<file path="src/rtl/input_conditioner.sv">
// Input front end for the safe controller: two-flop synchronisers and per-channel debouncers.
// It also freezes the password while the send button is held and counts button presses.
module input_conditioner #(
  parameter int DEBOUNCE_CYCLES = 500000,
  parameter int CNT_W           = 19
) (
  input  logic       clk,
  input  logic       reset,
  input  logic       key_b,
  input  logic       sw_a,
  input  logic       sw_saf,
  input  logic       sw_h,
  input  logic       sw_rs,
  input  logic [3:0] sw_senha,
  output logic       B,
  output logic       A,
  output logic       SAF,
  output logic       H,
  output logic       reset_senha,
  output logic [3:0] senha,
  output logic       press_pulse,
  output logic [7:0] press_count
);

  // Channel map: 0=B, 1=A, 2=SAF, 3=H, 4=reset_senha, 5..8=senha[0..3]
  localparam int              NCH        = 9;
  localparam int              SENHA_LO   = 5;
  localparam logic [NCH-1:0]  RST_VAL    = 9'b0_0000_0001;
  localparam logic [CNT_W-1:0] CNT_LAST  = CNT_W'(DEBOUNCE_CYCLES - 1);

  logic [NCH-1:0] raw;
  logic [NCH-1:0] sync1_reg;
  logic [NCH-1:0] sync2_reg;
  logic [NCH-1:0] out_reg;
  logic [NCH-1:0] done;
  logic           freeze;
  logic           press_next;

  assign raw    = {sw_senha, sw_rs, sw_h, sw_saf, sw_a, key_b};
  assign freeze = ~out_reg[0];

  always_ff @(posedge clk or negedge reset) begin
    if (!reset) begin
      sync1_reg <= RST_VAL;
      sync2_reg <= RST_VAL;
    end else begin
      sync1_reg <= raw;
      sync2_reg <= sync1_reg;
    end
  end

  generate
    for (genvar gi = 0; gi < NCH; gi++) begin : gen_ch
      localparam bit IS_SENHA = (gi >= SENHA_LO);
      logic [CNT_W-1:0] cnt_reg;
      logic             out_bit_reg;

      assign done[gi]    = (sync2_reg[gi] != out_bit_reg) && (cnt_reg == CNT_LAST);
      assign out_reg[gi] = out_bit_reg;

      always_ff @(posedge clk or negedge reset) begin
        if (!reset) begin
          cnt_reg     <= '0;
          out_bit_reg <= RST_VAL[gi];
        end else if (sync2_reg[gi] == out_bit_reg) begin
          cnt_reg <= '0;
        end else if (cnt_reg == CNT_LAST) begin
          // A frozen password bit parks at the final count so it loads once B releases.
          if (!(IS_SENHA && freeze)) begin
            out_bit_reg <= sync2_reg[gi];
            cnt_reg     <= '0;
          end
        end else begin
          cnt_reg <= cnt_reg + CNT_W'(1);
        end
      end
    end
  endgenerate

  // B is about to fall on this edge when its debounce completes while it is still 1.
  assign press_next = out_reg[0] & done[0];

  always_ff @(posedge clk or negedge reset) begin
    if (!reset) begin
      press_pulse <= 1'b0;
      press_count <= 8'd0;
    end else begin
      press_pulse <= press_next;
      if (press_next && (press_count != 8'hFF))
        press_count <= press_count + 8'd1;
    end
  end

  assign B           = out_reg[0];
  assign A           = out_reg[1];
  assign SAF         = out_reg[2];
  assign H           = out_reg[3];
  assign reset_senha = out_reg[4];
  assign senha       = out_reg[8:5];

endmodule
</file>
<file path="config.mk">
export PLATFORM = sky130hd
export DESIGN_NAME = input_conditioner
export DESIGN_NICKNAME = d
export VERILOG_FILES = /design/src/rtl/input_conditioner.sv
export SDC_FILE = /design/constraint.sdc
export NUM_CORES = 1
export LEC_CHECK = 0
export ABC_AREA = 1
export BUFFER_PORTS_ARGS = -buffer_cell sky130_fd_sc_hd__buf_2
export CORE_MARGIN = 1
export CORE_UTILIZATION = 35
export CTS_CLUSTER_SIZE = 25
export DETAILED_ROUTE_END_ITERATION = 6
export GPL_TIMING_DRIVEN = 1
export PLACE_DENSITY = 0.56
export SYNTH_ARGS = -nofsm -noshare
export SYNTH_HDL_FRONTEND = slang
export SYNTH_SLANG_ARGS = --single-unit
</file>
<file path="constraint.sdc">
create_clock -name clk -period 1.6 [get_ports clk]
set_input_delay 0.08 -clock clk [delete_from_list [all_inputs] [get_ports clk]]
set_output_delay 0.08 -clock clk [all_outputs]
set_load 0.1 [all_outputs]
</file>
=== Word-level counts from Yosys, hierarchy flattened ===
Index checks and enable logic that the tools add are counted.

* Flip-flop bits (word level): 207
* Input port bits: 11
* Output and inout port bits: 18
* Logic and storage cells: 96

* Add/subtract/negate cells: 10
* Eq/ne operators: 24
* Muxes and demuxes: 19
* Bitwise gates (word level): 10
* Reductions and logical operators: 11

{| class="wikitable"
|+ Operator list
! kind !! count
|-
| two-way mux 19 bit || 19
|-
| adder 19 x 1 -> 19 bit (second input constant) || 9
|-
| == test 19 bit (second input constant) || 9
|-
| AND reduction 3 bit || 4
|-
| AND reduction 2 bit || 5
|-
| == test 1 bit || 9
|-
| inequality test 3 x 2 -> 1 bit (second input constant) || 3
|-
| NOT 1 bit || 9
|-
| adder 8 x 1 -> 8 bit (second input constant) || 1
|-
| inequality test 8 bit (second input constant) || 1
|-
| inequality test 3 bit (second input constant) || 1
|-
| logical AND 1 bit || 2
|-
| bitwise AND 1 bit || 1
|-
| inequality test 1 bit || 1
|}

=== Logic depth before layout (Yosys ltp) ===
* Depth in word-level cells: 4
* Depth in mapped cells: 10
* Mapped depth without buffers: 10

=== Least setup slack after synthesis ===
OpenSTA, ideal clock, no wires.

* Kind: reg2reg
* Start: register press_count[1]
* End: register press_count[0]
* Setup time: 0.080 ns
* Arrival time: 1.933 ns
* Data required time: 1.520 ns
* Path slack: -0.413 ns
* Cell stages (with the launch flop): 7
* Buffers on the path: 0
* Clock period less this slack: 2.013 ns
* Cells stage by stage: dfrtp_1 ha_1 nand3_1 inv_1 nand2_1 nand3_4 xor2_1

* Longest elaborated chain between the ends: 2

{| class="wikitable"
|+ Ends and longest elaborated chain
! element !! line !! source
|-
| start: declaration || 22 || <nowiki>output logic [7:0] press_count</nowiki>
|-
| start signal: assignment || 90 || <nowiki>press_count <= press_count + 8'd1;</nowiki>
|-
| inequality test 8 bit || 89 || <nowiki>if (press_next && (press_count != 8'hFF))</nowiki>
|-
| logical AND 1 bit || 89 ||
|}

No other way between the ends.
A chain may end at the register's enable or synchronous reset.

=== Worst setup path in the final report ===
* Start: register gen_ch[5].cnt_reg[1]
* End: register gen_ch[5].cnt_reg[13]

* Longest elaborated chain between the ends: 3
* Elaborated cells between the ends (all ways): 5

{| class="wikitable"
|+ Ends and longest elaborated chain
! element !! line !! source
|-
| start: declaration || 55 || <nowiki>logic [CNT_W-1:0] cnt_reg;</nowiki>
|-
| start signal: assignment || 74 || <nowiki>cnt_reg <= cnt_reg + CNT_W'(1);</nowiki>
|-
| adder 19 x 1 -> 19 bit / == test 19 bit (equally long branches) || 74, 67 ||
|-
| two-way mux 19 bit || 67 || <nowiki>end else if (cnt_reg == CNT_LAST) begin</nowiki>
|-
| two-way mux 19 bit || 65 || <nowiki>end else if (sync2_reg[gi] == out_bit_reg) begin</nowiki>
|}

Several ways; a longest one is shown, not always the timed one.

==> reports/qor.txt <==
Max-slew violation count = 0
Post-route ant nets = 0
Worst r2r dst = gen_ch[5].cnt_reg[13]
Largest net degree at the start of global routing = 46
CP max FO = 6
Final HPWL DP = 17400 microns
Die area = 32800 sq um
Final worst setup slack = 0.0673 ns
R2R Setup Slk = 0.07 ns
Max FFs per register = 171
Fin Clk Skew = 0.0198 ns
RSZ-0062 raised after global routing = true
Internal = 9.60 mW
Top cell type's share of synthesized area = 0.455
Overall power = 12.2 mW
WP data arrival = 1.92 ns
Slew headroom = 0.648
Fillcell total = 3118
Initial antenna violation count = 0
Cells after Synth = 1428
1st-pass router iterations = 5
Detailed-route via count = 9341
CP most frequent cell = nand3_1
Peak VDD IR = 0.791 mV
Critical-path cell list = ha_4, nand3_4, nor2_4, nand3_1, nor2_2, nor2_1, buf_4, nand3_1, nand2_1
Area Growth Syn to Fin = 23.1%
Async SR Flop Fraction = 1.00
Wire per inst = 12.2 microns
Crit share post-route = 0.958
Clk_lat worst skew = 0.53 ns
Fmax = 0.652 GHz
Dpl cell area = 12400 sq um
Slowest stage delay, CP = 0.39 ns
CTS tree = built
Netlist cell types = 44
Hold slack = 0.0237 ns
# diodes = 0
WP data required = 1.99 ns
Die extent in x = 181 microns
Main synth FF type = dfrtp_1
Drt drc = 0
Switch share = 0.212
Clk pin slew, worst setup/hold paths = 0.06 ns
Psw = 2.58 mW
Number of global-route vias before repair = 9110
Synth top area cells = dfrtp_1, nor2_1, nand2_1
Root Driver = clkbuf_16
GR Layer Usage met2 = 0.250
1st-iter DRT viols = 437
CP Capture Type = flop
GRT Overall Usage = 0.150
Tmin final = 1.53 ns
Slew @ Worst Pin = 0.532 ns
Final Wtd Congestion = 0.866
Clock power frac = 0.516
Yosys top cell by area = dfrtp_1
Worst setup path class = flop to flop
FF-to-FF Start = gen_ch[5].cnt_reg[1]
Die height = 181 microns
CP startpoint kind = flop
Post-synth EDFFs = 0
Fin util = 0.438
Setup-failing EPs final = 0
Register area share after synthesis = 0.462
Synth warn = 0
Clock buffer depth = 3
Worst reg-to-reg path cell count = 9
Most Crowded Layer GR = met2
Hold Fails Final Rpt = 0
Post-route cell area = 13800 sq um
Met3 Use GR = 0.0254
Row count = 65
CTS sink cnt = 207
Port Buffer Count = 28
CTS H-tree depth = 1
LEAKAGE = 6.21 nW
Hold crit path type = primary input to async pin
Outcome = complete, no violations
Ports = 29
Remaining global-route overflow = 0
MaxCap Viol Count = 0
Seq cells post-synth = 207
Syn_nets = 1449
Pwr dens = 881 nW/um^2
Syn Area/Cell = 7.86 sq um
Final WL = 24000 microns
Initial Utilization = 0.356
Final nets = 1578
First-pass GRT wire length = 42000 microns
Layout cells sized above 1 = 0.183
CTS Buf Count = 24
Flop pwr share = 0.442
CP max-delay cell = dfrtp_1
Post-Synthesis Cell Area = 11200 sq um
Via density = 4.72
Comb pwr share = 0.042
Core Region = 31600 sq um
GR Layer Usage met1 = 0.202
Post-Place Setup Slack = -0.0106 ns
what timing repair did:
action / in CTS / in global routing
endpoints found under the setup margin: 7 / 72
setup buffers: 5 / 10
gates resized for setup: 3 / 65
hold buffers: 10 / 0
hold endpoints to repair: 213 / 0
pin swaps: 2 / 22
layer usage:
metal	up-vias	part of all wire
li1	4835	-
met1	4360	0.48
met2	103	0.46
met3	43	0.032
met4	0	0.023
met5	-	0
synthesized netlist by cell type (6+ instances only):
library cell and instances:
nor2_1 290, nand2_1 274, dfrtp_1 204, inv_1 167, nand3_1 120, xor2_1 69, nor3_1 56, nand4_1 40
a21oi_1 27, nor2_2 17, o21ai_0 17, nor2_4 13, inv_2 11, xnor2_1 11, ha_1 10, nand2_2 9
nand3b_1 9, nor3b_1 9, nand3_2 7, nor3_2 7, o21ai_1 7, nand4_2 6, o21bai_1 6
kinds of logic (layout without fill, tap and decap cells):
| kind of cell | Yosys count | count (layout) | share of synthesized area |
|---|---|---|---|
| AOI/OAI and AO/OA | 74 | 74 | 0.0396 |
| and+or+nand+nor | 869 | 869 | 0.359 |
| DFF | 207 | 207 | 0.462 |
| buffers and inverters | 187 | 334 | 0.0641 |
| xor gates and xnor gates | 81 | 81 | 0.0639 |
| adders and majority gates | 10 | 10 | 0.0111 |
power by group through the flow:
| stage | sequential, mW | clock, mW | combinational (mW) |
|---|---|---|---|
| 2_1_floorplan | 5.46 | 0 | 0.193 |
| 3_3_place_gp | 5.46 | 0 | 0.458 |
| 3_5_place_dp | 5.47 | 0 | 0.461 |
| 4_1_cts | 5.37 | 6.50 | 0.491 |
| 5_1_grt | 5.39 | 6.73 | 0.592 |
| 6_report | 5.39 | 6.28 | 0.507 |
worst max-delay path by stage:
stage	start	end	cells past startpoint
finish	gen_ch[5].cnt_reg[1]	gen_ch[5].cnt_reg[13]	9
global route	gen_ch[7].cnt_reg[1]	gen_ch[7].cnt_reg[4]	9
CTS	gen_ch[7].cnt_reg[0]	gen_ch[7].cnt_reg[13]	9
detailed placement	gen_ch[7].cnt_reg[0]	gen_ch[7].cnt_reg[15]	9
global placement	sync2_reg[8]	gen_ch[8].cnt_reg[0]	5
floorplan	B	gen_ch[0].cnt_reg[14]	7
worst max-delay path: cells and delay by family (launching register included):
family	cells	cell delay (ns)
buffers and inverters	1	0.17
adders and majority gates	1	0.17
and+or+nand+nor	7	0.68
DFF	1	0.39
through the flow:
step / TNS [ns] / instances
after global placement: 0 / 1908
after CTS: 0 / 1967
after global routing: -0.276 / 1977
final: 0 / 1977
after detailed placement: -0.0397 / 1908
after floorplan: -0.0322 / 1428
layout make-up:
class / count / area (sq um) / area share
inverter: 178 / 671 / 0.0485
clock buffer: 32 / 711 / 0.0514
multi-input combinational: 1034 / 5630 / 0.408
tap: 402 / 503 / 0.0364
timing repair buffer: 112 / 866 / 0.0627
clock inverter: 12 / 224 / 0.0162
sequential: 207 / 5210 / 0.377
cell usage in the layout, fill, tap and decap left out, drive strengths merged, types with 2 or more instances in the layout:
| master | Yosys | routed |
|---|---|---|
| nor2 | 321 | 321 |
| nand2 | 285 | 285 |
| dfrtp | 204 | 204 |
| inv | 178 | 178 |
| nand3 | 128 | 128 |
| buf | 7 | 102 |
| xor2 | 69 | 69 |
| nor3 | 63 | 63 |
| nand4 | 47 | 47 |
| clkbuf | 2 | 32 |
| o21ai | 28 | 28 |
| a21oi | 27 | 27 |
| xnor2 | 12 | 12 |
| dlygate4sd3 | 0 | 10 |
| ha | 10 | 10 |
| nor3b | 9 | 9 |
| nand3b | 9 | 9 |
| o21bai | 6 | 6 |
| bufinv | 0 | 6 |
| a31oi | 5 | 5 |
| or2 | 5 | 5 |
| clkinv | 0 | 5 |
| a211oi | 3 | 3 |
| dfstp | 3 | 3 |
| a31o | 2 | 2 |
Note: power is estimated with default switching activity, not from simulation.
